## src/rtl/mux2_arbiter_if.sv

```systemverilog
// Valid/ready bundle for mux2_arbiter: two requesters in, one registered output out.
// The slave modport is the arbiter's view; master is the surrounding logic.
interface mux2_arbiter_if #(
  parameter int N = 16
);
  logic [N-1:0] D0;
  logic         V0;
  logic         R0;
  logic [N-1:0] D1;
  logic         V1;
  logic         R1;
  logic [N-1:0] Y;
  logic         YV;
  logic         YR;
  logic         S;

  modport master (
    output D0, V0, D1, V1, YR,
    input  R0, R1, Y, YV, S
  );

  modport slave (
    input  D0, V0, D1, V1, YR,
    output R0, R1, Y, YV, S
  );
endinterface

```

## src/rtl/mux2_arbiter.sv

```systemverilog
// Round-robin burst arbiter sharing one 2:1 mux between two valid/ready requesters.
// Optional per-requester transfer counters: define MUX2_ARBITER_STATS_EN.
module mux2 #(
  parameter int N = 16
) (
  input  logic         sel,
  input  logic [N-1:0] a,
  input  logic [N-1:0] b,
  output logic [N-1:0] y
);
  assign y = sel ? b : a;
endmodule

module mux2_arbiter #(
  parameter int N     = 16,
  parameter int BURST = 4
) (
  input  logic          CLOCK,
  input  logic          RESET_N,
  mux2_arbiter_if.slave bus
`ifdef MUX2_ARBITER_STATS_EN
  ,
  output logic [31:0]   CNT0,
  output logic [31:0]   CNT1
`endif
);
  localparam int CW = $clog2(BURST + 1);
  localparam logic [CW-1:0] LAST = CW'(BURST - 1);

  typedef enum logic [1:0] {IDLE, GNT0, GNT1} state_t;

  state_t        state, state_nxt;
  logic          prio, prio_nxt;
  logic [CW-1:0] cnt, cnt_nxt;
  logic          cur, vcur;
  logic          accept, r0, r1, xfer;
  logic [N-1:0]  word_p0;
  logic [N-1:0]  y_p1;
  logic          vld_p1;
  logic          s_p1;

  function automatic state_t pick(input logic p, input logic v0, input logic v1);
    if (p ? v1 : v0) return p ? GNT1 : GNT0;
    else if (p ? v0 : v1) return p ? GNT0 : GNT1;
    else return IDLE;
  endfunction

  // Stage p0: select and handshake against the single-entry output stage
  mux2 #(.N(N)) u_mux (
    .sel (s_p1),
    .a   (bus.D0),
    .b   (bus.D1),
    .y   (word_p0)
  );

  assign accept = !vld_p1 || bus.YR;
  assign r0     = (state == GNT0) && accept;
  assign r1     = (state == GNT1) && accept;
  assign xfer   = (r0 && bus.V0) || (r1 && bus.V1);

  always_comb begin
    state_nxt = state;
    prio_nxt  = prio;
    cnt_nxt   = cnt;
    cur       = (state == GNT1);
    vcur      = cur ? bus.V1 : bus.V0;
    case (state)
      IDLE: begin
        state_nxt = pick(prio, bus.V0, bus.V1);
        cnt_nxt   = '0;
      end
      GNT0, GNT1: begin
        // A withdrawn request ends the grant just like a finished burst.
        if ((xfer && (cnt == LAST)) || !vcur) begin
          prio_nxt  = !cur;
          state_nxt = pick(!cur, bus.V0, bus.V1);
          cnt_nxt   = '0;
        end else if (xfer) begin
          cnt_nxt = cnt + 1'b1;
        end
      end
      default: state_nxt = IDLE;
    endcase
  end

  // Stage p1: registered control, select and output word
  always_ff @(posedge CLOCK or negedge RESET_N) begin
    if (!RESET_N) begin
      state  <= IDLE;
      prio   <= 1'b0;
      cnt    <= '0;
      s_p1   <= 1'b0;
      y_p1   <= '0;
      vld_p1 <= 1'b0;
    end else begin
      state <= state_nxt;
      prio  <= prio_nxt;
      cnt   <= cnt_nxt;
      s_p1  <= (state_nxt == GNT1);
      if (xfer) begin
        y_p1   <= word_p0;
        vld_p1 <= 1'b1;
      end else if (vld_p1 && bus.YR) begin
        vld_p1 <= 1'b0;
      end
    end
  end

  assign bus.R0 = r0;
  assign bus.R1 = r1;
  assign bus.Y  = y_p1;
  assign bus.YV = vld_p1;
  assign bus.S  = s_p1;

`ifdef MUX2_ARBITER_STATS_EN
  always_ff @(posedge CLOCK or negedge RESET_N) begin
    if (!RESET_N) begin
      CNT0 <= '0;
      CNT1 <= '0;
    end else begin
      if (r0 && bus.V0 && (CNT0 != 32'hFFFF_FFFF)) CNT0 <= CNT0 + 32'd1;
      if (r1 && bus.V1 && (CNT1 != 32'hFFFF_FFFF)) CNT1 <= CNT1 + 32'd1;
    end
  end
`endif
endmodule

```

## src/flat_wrapper.sv

```systemverilog
// flat-port wrapper written by rule: the top's interface ports become plain ports
module mux2_arbiter_flat 
#(
  parameter int N     = 16,
  parameter int BURST = 4
)
  (CLOCK, RESET_N, bus_D0, bus_V0, bus_D1, bus_V1, bus_YR, bus_R0, bus_R1, bus_Y, bus_YV, bus_S);
  mux2_arbiter_if #(.N(N)) bus_i ();
  input  logic CLOCK;
  input  logic RESET_N;
  input wire logic [$bits(bus_i.D0)-1:0] bus_D0;
  input wire logic [$bits(bus_i.V0)-1:0] bus_V0;
  input wire logic [$bits(bus_i.D1)-1:0] bus_D1;
  input wire logic [$bits(bus_i.V1)-1:0] bus_V1;
  input wire logic [$bits(bus_i.YR)-1:0] bus_YR;
  output wire logic [$bits(bus_i.R0)-1:0] bus_R0;
  output wire logic [$bits(bus_i.R1)-1:0] bus_R1;
  output wire logic [$bits(bus_i.Y)-1:0] bus_Y;
  output wire logic [$bits(bus_i.YV)-1:0] bus_YV;
  output wire logic [$bits(bus_i.S)-1:0] bus_S;
  assign bus_i.D0 = bus_D0;
  assign bus_i.V0 = bus_V0;
  assign bus_i.D1 = bus_D1;
  assign bus_i.V1 = bus_V1;
  assign bus_i.YR = bus_YR;
  assign bus_R0 = bus_i.R0;
  assign bus_R1 = bus_i.R1;
  assign bus_Y = bus_i.Y;
  assign bus_YV = bus_i.YV;
  assign bus_S = bus_i.S;
  mux2_arbiter #(.N(N), .BURST(BURST)) u_core (.CLOCK(CLOCK), .RESET_N(RESET_N), .bus(bus_i));
endmodule
```

## config.mk

```make
export PLATFORM = sky130hd
export DESIGN_NAME = mux2_arbiter_flat
export DESIGN_NICKNAME = d
export VERILOG_FILES = /design/src/rtl/mux2_arbiter_if.sv /design/src/rtl/mux2_arbiter.sv /design/src/flat_wrapper.sv
export SDC_FILE = /design/constraint.sdc
export NUM_CORES = 1
export LEC_CHECK = 0
export BUFFER_PORTS_ARGS = -buffer_cell sky130_fd_sc_hd__buf_2
export CORE_ASPECT_RATIO = 0.8
export CORE_MARGIN = 3
export CORE_UTILIZATION = 48
export CTS_BUF_LIST = sky130_fd_sc_hd__clkbuf_16
export DETAILED_ROUTE_END_ITERATION = 7
export PLACE_DENSITY = 0.78
export SYNTH_ARGS = -nofsm -noshare
export SYNTH_HDL_FRONTEND = slang
export SYNTH_HIERARCHICAL = 1
export SYNTH_SLANG_ARGS = --single-unit
```

## constraint.sdc

```tcl
create_clock -name CLOCK -period 2 [get_ports CLOCK]
set_input_delay 0.6 -clock CLOCK [delete_from_list [all_inputs] [get_ports CLOCK]]
set_output_delay 0.6 -clock CLOCK [all_outputs]
set_load 0.005 [all_outputs]
```

; ---- Yosys cells after proc, flatten, opt, wreduce, memory -nomap -nowiden
; Cells that the tools add are included.
[totals]
reg_bits = 24
inputBits = 37
out_inout_bits = 20
[classes]
n_addsub = 1
eq_ne = 5
n_mux = 20
n_reduce_logical = 18
[op_table]
columns = cell, n
row1 = $mux 2, 9
row2 = $mux 16, 1
row3 = $logic_and 1x1->1, 6
row4 = $mux 1, 6
row5 = $mux 3, 2
row6 = $pmux 3 s2, 1
row7 = $eq 2x2->1 const B, 2
row8 = $pmux 2 s2, 1
row9 = $reduce_and 2->1, 2
row10 = $reduce_bool 2->1, 2
row11 = $add 3x1->3 const B, 1
row12 = $eq 3x2->1 const B, 1
row13 = $logic_not 1->1, 3
row14 = $logic_or 1x1->1, 3
row15 = $ne 3x1->1 const B, 1
row16 = $eq 2x1->1 const B, 1
row17 = $logic_not 2->1, 1
row18 = $reduce_or 2->1, 1

; ---- Logic depth before layout (Yosys ltp)
; Gate-level depths: netlist of the first run.
[logic_depth]
word_depth = 10
depth_mapped = 9

; ---- Cells and area by module
; The synthesis of the first run kept the hierarchy.
[modules_own_cells]
columns = mod, n_inst, cells_per_inst, area_each_um2, seq_area_each_um2
row1 = mux2_arbiter, 1, 127, 1187.4, 600.6
row2 = mux2, 1, 18, 249.0, 0.0

; ---- Worst setup path before layout of the first run
; Ideal clock, no wire load.
[synth_path]
path_kind = register -> register
startpoint = register u_core.state[0]
endpoint = register u_core.s_p1 (netlist: u_core/bus.S)
setup_ns = 0.078
t_arrival_ns = 1.608
required_ns = 1.922
path_slack_ns = 0.315
stages_incl_launch_ff = 8
path_buffers = 1
period_less_slack_ns = 1.685
cell_sequence = dfrtp_1 > inv_1 > ha_1 > buf_6 > a22o_4 > and3_4 > o32a_1 > a21boi_1
[synth_via]
elab_chain_len = 9
word_cells_on_any_way = 21
cone_classes = eq/ne (3) / mux (8) / reduce/logical (10)
[synth_rtl]
columns = item, line_no
row1 = "start, declared", mux2_arbiter.sv:32  ; state_t state, state_nxt;
row2 = "start signal, assigned", mux2_arbiter.sv:96  ; state <= state_nxt;
row3 = $eq 2x1->1 or $eq 2x2->1 (tied branches), -
row4 = $logic_and 1x1->1 (on tied branches), "mux2_arbiter.sv:57, mux2_arbiter.sv:58"
row5 = $logic_and 1x1->1, mux2_arbiter.sv:59  ; assign xfer = (r0 && bus.V0) || (r1 && bus.V1);
row6 = $logic_or 1x1->1, mux2_arbiter.sv:59
row7 = $logic_and 1x1->1, mux2_arbiter.sv:74  ; if ((xfer && (cnt == LAST)) || !vcur) begin
row8 = $logic_or 1x1->1, mux2_arbiter.sv:74
row9 = $mux 2, mux2_arbiter.sv:74
row10 = $pmux 2 s2 *, mux2_arbiter.sv:67  ; case (state)
row11 = $eq 2x2->1 *, mux2_arbiter.sv:99  ; s_p1 <= (state_nxt == GNT1);
row12 = "end signal, assigned", mux2_arbiter.sv:99
row13 = "end, declared", mux2_arbiter.sv:40  ; logic s_p1;
; Mark *: on every way between the ends. The rest lies on a longest branch, timed or not.
; A chain may end at the register's enable or synchronous reset.

; ---- Worst setup path after layout of the first run
[layout_path]
startpoint = register u_core.state[0]
endpoint = output port bus_R1
[layout_via]
elab_chain_len = 2
[layout_rtl]
columns = item, line_no
row1 = $eq 2x2->1, mux2_arbiter.sv:58  ; assign r1 = (state == GNT1) && accept;
row2 = $logic_and 1x1->1, mux2_arbiter.sv:58
row3 = "end, declared", flat_wrapper.sv:17  ; output wire logic [$bits(bus_i.R1)-1:0] bus_R1;
; Every way passes these cells.

==> reports/metrics.yaml, run 1 <==
run_status:
  status: "complete, no violations"
power_and_ir_drop:
  leakage_nw: 0.990
  irDropWorstVdd_mv: 0.579
  power.density_nw_per_um2: 1320
placed_design:
  routabilityCongestion: 0.865
  dp_slack_ns: 0.131
  portBuffers: 56
  hpwl_um: 2370
global_route:
  overflow: 0
  grt_pass1_wl_um: 4680
  first_global_vias: 1092
  track_usage: 0.170
  grt_antenna_before_repair: 0
  grt_max_degree: 25
sta:
  worst_slew_pin_slew_ns: 0.538
  fin_crit_sh: 0.946
  timing.final.ws_setup_ns: 0.109
  slew_headroom: 0.642
  rsz0062_at_grt: "no"
  slew_viol_final: 0
  tns_ns: 0
  fin_crit_ns: 1.89
  skew_ns: 0.00270
  holdWs_ns: 0.310
  hold_viol_final: 0
  setup_violations: 0
  fmax_mhz: 529
clock_network:
  htreeDepth: 1
  path_clk_slew_ns: 0.06
  cts.sinks: 24
  tritoncts: "done"
  postCtsSetupBuffers: 0
  cts_root_buffer: "clkbuf_16"
  holdBufCountCts: 0
  cts_buffers: 3
  insertion_delay_ns: 0.26
  cts_max_path_buffers: 2
yosys:
  synthCells: 145
  synth_area_um2: 1440
  netlist.area_leader.share: 0.418
  synthTopCellsByArea: "dfrtp_1 (42%), nand2_1 (14%), mux2_4 (10%), mux2_2 (5.5%), ha_1 (5.2%)"
  syn_nets: 188
  async_flop_share: 1.00
  ys_warn_count: 6
  yosys.area.top_type: "dfrtp_1"
  ys_seq_area_frac: 0.418
  synth_cell_types: 31
  synth_ff_type: "dfrtp_1"
  synthTopCellsByCount: "nand2_1 (55), dfrtp_1 (24), mux2_4 (10), mux2_2 (7), ha_1 (6)"
  avgSynthCellArea_um2: 9.91
  yosysMostFrequentCell: "nand2_1"
  synth_enable_flop_cells: 0
  ys_seq_elements: 24
cells_and_area:
  nFillCells: 225
  drive_gt1_frac: 0.417
  finish.net_count: 244
  n_antenna_cell: 0
  syn_to_final_growth_pct: 25.3
  multi_input_area_um2: 756
  regArea_um2: 601
setup_path:
  slowest_delay_ns: 0.44
  critPathSlowestCell: "dfrtp_1"
  worstPathCellList: "inv_1 > ha_4 > and2_1 > buf_2"
  cp.required_ns: 1.40
  cp_max_fo: 9
  r2r-start: "u_core/state[0]"
  worst-r2r-cell-count: 6
  end_kind: "output port"
  cp-start-kind: "flip-flop"
  worstPathArrival_ns: 1.29
  r2r-end: "u_core/cnt[1]"
  critPathKind: "reg2out"
  startpoint: "u_core/state[0]"
  reg2reg_slack_ns: 0.14
flow_run:
  drv_cap: 0
die:
  die_area_um2: 3690
  core.rowCount: 17
  initial_utilization: 0.512
  coreArea_um2: 2810
  die_width_um: 67.2
  ios: 57
  die_h_um: 54.9
route:
  dr.pass1.iters: 4
  drtAntennaViolNets: 0
  wl_per_cell_um: 13.5
  route.vias.total: 1218
  vias_per_cell: 5.14
  drt_wl_total_um: 3200
  remaining_drc_errors: 0
  drt_iter0_markers: 96
min_path:
  hp-class: "in2async"
worst max-delay path by stage:
stage | to | slack [ns]
after floorplan | u_core/bus.S | 0.31
after global placement | bus_R1 | 0.17
after detailed placement | bus_R1 | 0.13
after CTS | bus_R1 | 0.07
after global routing | u_core/cnt[1] | 0.04
final | bus_R1 | 0.11
critical path: cells and delay by family, from the launching register on:
kind	cells	cell delay, ns
flops	1	0.44
buf+inv	2	0.25
fa+ha+maj	1	0.21
simple gates	1	0.13
sequential cells by signal, summed over array words and instances, names as in the netlist:
name	flops
u_core/state	2
u_core/bus.S	1
u_core/bus.YV	1
u_core/bus.Y	16
u_core/prio	1
u_core/cnt	3
power by group:
part | switching, W | internal (W) | total [W] | leakage [nW]
combinational | 0.000581 | 0.000563 | 0.00114 | 0.651
clock | 0.000159 | 0.000264 | 0.000423 | 0.0370
sequential | 0.000122 | 0.000690 | 0.000812 | 0.302
total | 0.000862 | 0.00152 | 0.00238 | 0.990
logic make-up after synthesis:
family	count (synthesis)	synth area share
buffers and inverters	13	0.0645
muxes	19	0.173
and+or+nand+nor	71	0.216
DFF	24	0.418
adders and majority gates	6	0.0523
AOI/OAI and AO/OA	12	0.0758
per-layer routing:
metal / global-route usage / routed length, um / up-vias / share of wire
met1: 0.206 / 1310 / 561 / 0.41
met3: 0.0303 / 217 / 7 / 0.068
met2: 0.307 / 1610 / 59 / 0.50
li1: - / - / 591 / -
met5: 0 / 0 / - / 0
met4: 0.0640 / 67 / 0 / 0.021
area by class of cell:
type / instances / area share
clock buffers: 3 / 0.0417
inverters: 5 / 0.0104
multi-input cells: 108 / 0.420
flip-flops and latches: 24 / 0.334
well taps: 38 / 0.0264
repair buffers: 59 / 0.168
through the flow:
stage	cells	utilization	power [W]	instance area (um^2)
floorplan	145	-	0.00161	1440
global placement	234	0.610	0.00187	1710
detailed placement	234	0.610	0.00194	1710
CTS	237	0.638	0.00237	1790
global route	237	0.641	0.00255	1800
finish	237	0.641	0.00238	1800
cell usage in the layout (no fill, tap or decap):
master / n
ha_1: 5
mux2_2: 7
inv_1: 5
o32a_1: 1
o311a_1: 1
nor4bb_1: 1
nand2b_1: 3
a21boi_1: 1
buf_4: 3
mux2_4: 10
o21ai_0: 1
nand2_1: 55
nand4_1: 1
a22o_4: 1
a21o_1: 2
and3_4: 1
or3_1: 1
o2111ai_1: 1
mux2i_1: 2
dfrtp_1: 24
a311oi_1: 1
o2bb2ai_1: 2
ha_4: 1
clkbuf_16: 3
nor4_1: 1
buf_2: 56
a31o_2: 1
and2_1: 3
nor2_1: 1
nor2b_1: 2
nand3_1: 2
timing repair:
action | 4_1_cts | 5_1_grt
pin swaps | 0 | 0
gates resized for setup | 1 | 1
setup endpoints to repair | 1 | 1
Power figures use the tool's default switching activity.
==> run 2, diff against run 1 <==
- CORE_MARGIN: 3 -> 2
==> run 2 against run 1 <==
Global-route usage rose by 3.0 points. Register-to-register slack got worse by 0.03 ns. Clock skew fell by 0.00081 ns. Utilization rose by 1.5 points. Hold slack improved by 0.010 ns. Power rose by 8.6%. Via count rose by 2.3%. Clock power rose by 33%. Die area fell by 6.5%. Flip-flop and latch count did not move. Design area rose by 2.4%. Non-clock buffer count did not move. Critical path type unchanged. Largest power group unchanged.
==> reports/metrics.yaml, run 2 (same netlist as run 1, synthesis figures left out) <==
run_status:
  status: "complete, no violations"
sta:
  fin_crit_ns: 1.95  # +0.0601 ns
  holdWs_ns: 0.320  # +0.0102 ns
  hold_viol_final: 0  # unchanged
  slew_viol_final: 0  # unchanged
  slew_headroom: 0.620  # -0.0210
  setup_violations: 0  # unchanged
  skew_ns: 0.00189  # -0.000809 ns
  fin_crit_sh: 0.976  # +0.0300
  rsz0062_at_grt: "yes"
  worst_slew_pin_slew_ns: 0.569  # +0.0315 ns
  fmax_mhz: 512  # -3.1%
cells_and_area:
  n_antenna_cell: 0  # unchanged
  syn_to_final_growth_pct: 28.3
  final_cell_mix: "buf_2 (56), nand2_1 (55), dfrtp_1 (24)"
  layout_commonest_cell: "buf_2"
  nFillCells: 234  # +4.0%
  finish.net_count: 244  # unchanged
  drive_gt1_frac: 0.425  # +0.00791
  utilization: 0.656  # +0.0152
  largest_reg_flops: 16  # unchanged
setup_path:
  r2r-end: "u_core/cnt[1]"
  critPathKind: "reg2out"
  r2r-start: "u_core/state[0]"
  reg2reg_slack_ns: 0.11  # -0.03 ns
  cp.required_ns: 1.40  # about the same
  worst-r2r-cell-count: 6  # unchanged
  cp_max_fo: 9  # unchanged
  endpoint: "bus_R1"
  end_kind: "output port"
  cp-start-kind: "flip-flop"
  worstPathArrival_ns: 1.35  # +0.06 ns
  startpoint: "u_core/state[0]"
clock_network:
  postCtsSetupBuffers: 0  # unchanged
  cts_root_buffer: "clkbuf_16"
  cts_buffers: 3  # unchanged
  tritoncts: "done"
  holdBufCountCts: 0  # unchanged
  htreeDepth: 1  # unchanged
  cts.sinks: 24  # unchanged
  insertion_delay_ns: 0.25  # about the same
  cts_max_path_buffers: 2  # unchanged
  path_clk_slew_ns: 0.06  # about the same
route:
  top_layer: "met4"
  wl_per_cell_um: 14.4  # +6.3%
  remaining_drc_errors: 0  # unchanged
  wl_met2_um: 1820  # +13%
  drtAntennaViolNets: 0  # unchanged
  vias_per_cell: 5.24  # +1.9%
  route.vias.total: 1246  # +2.3%
  wl_met1_um: 1370  # +4.8%
  wl_met3_um: 187  # -14%
  drt_wl_total_um: 3420  # +6.7%
  drt_iter0_markers: 63  # -34%
  dr.pass1.iters: 4  # unchanged
min_path:
  hp-class: "in2async"
die:
  die_width_um: 65.2  # -3.0%
  initial_utilization: 0.512  # unchanged
  die_h_um: 52.9  # -3.6%
  ios: 57  # unchanged
  core.rowCount: 17  # unchanged
  coreArea_um2: 2810  # unchanged
  die_area_um2: 3450  # -6.5%
placed_design:
  portBuffers: 56  # unchanged
  hpwl_um: 2500  # +5.7%
  routabilityCongestion: 0.819  # -5.4%
global_route:
  grt_max_degree: 25  # unchanged
  grt_antenna_before_repair: 0  # unchanged
  grt_pass1_wl_um: 5180  # +11%
  track_usage: 0.200  # +0.0301
  overflow: 0  # unchanged
  first_global_vias: 1179  # +8.0%
flow_run:
  drv_cap: 0  # unchanged
power_and_ir_drop:
  power.density_nw_per_um2: 1400  # +6.1%
  leakage_nw: 1.01  # +1.5%
  irDropWorstVdd_mv: 0.657  # +13%
-- run 2: changes by cell type in the layout (fill, tap and decap cells not counted), sizes merged --
cell	delta
bufinv	+1
-- run 2: worst min-delay path by stage --
stage,startpoint,endpoint,cells after the start
final,RESET_N,u_core/prio,1
after global routing,RESET_N,u_core/prio,1
after CTS,RESET_N,u_core/bus.Y[14],1
after detailed placement,u_core/bus.Y[1],u_core/bus.Y[1],2
after global placement,u_core/bus.Y[15],u_core/bus.Y[15],2
after floorplan,RESET_N,u_core/bus.S,0
-- run 2: cell type report --
type / count / area [um^2] / share of cell area
multi-input combinational: 108 / 768 / 0.417
sequential: 24 / 601 / 0.326
timing repair buffer: 59 / 303 / 0.164
clock buffer: 3 / 75.1 / 0.0407
tap: 38 / 47.5 / 0.0258
clock inverter: 1 / 30.0 / 0.0163
inverter: 5 / 18.8 / 0.0102
-- run 2: metrics by stage --
stage | setup slack, ns | TNS [ns] | cell area (um^2) | total power (W) | std cells
5_1_grt | -0.0127 | -0.0127 | 1840 | 0.00275 | 238
2_1_floorplan | 0.315 | 0 | 1440 | 0.00161 | 145
3_5_place_dp | 0.137 | 0 | 1710 | 0.00195 | 234
6_report | 0.0486 | 0 | 1840 | 0.00258 | 238
3_3_place_gp | 0.172 | 0 | 1710 | 0.00187 | 234
4_1_cts | 0.0526 | 0 | 1820 | 0.00253 | 238
-- run 2: repair_timing --
item	in CTS	in global routing
cloned	0	0
setup endpoints to repair	1	1
gates resized for setup	1	2
-- run 2: critical path: stages, from the launching register on --
cell	delay [ns]
dfrtp_1	0.43
inv_1	0.20
ha_4	0.23
and2_1	0.13
buf_2	0.10
-- run 2: routing by layer --
layer | vias to the layer above | GRT usage
li1 | 593 | -
met1 | 587 | 0.229
met2 | 60 | 0.378
met3 | 6 | 0.0319
met4 | 0 | 0.0799
met5 | - | 0
-- run 2: where the power goes --
group          internal [W]  switching, W  total, W
combinational      0.000589      0.000613   0.00120
sequential         0.000690      0.000127  0.000817
clock              0.000397      0.000166  0.000564
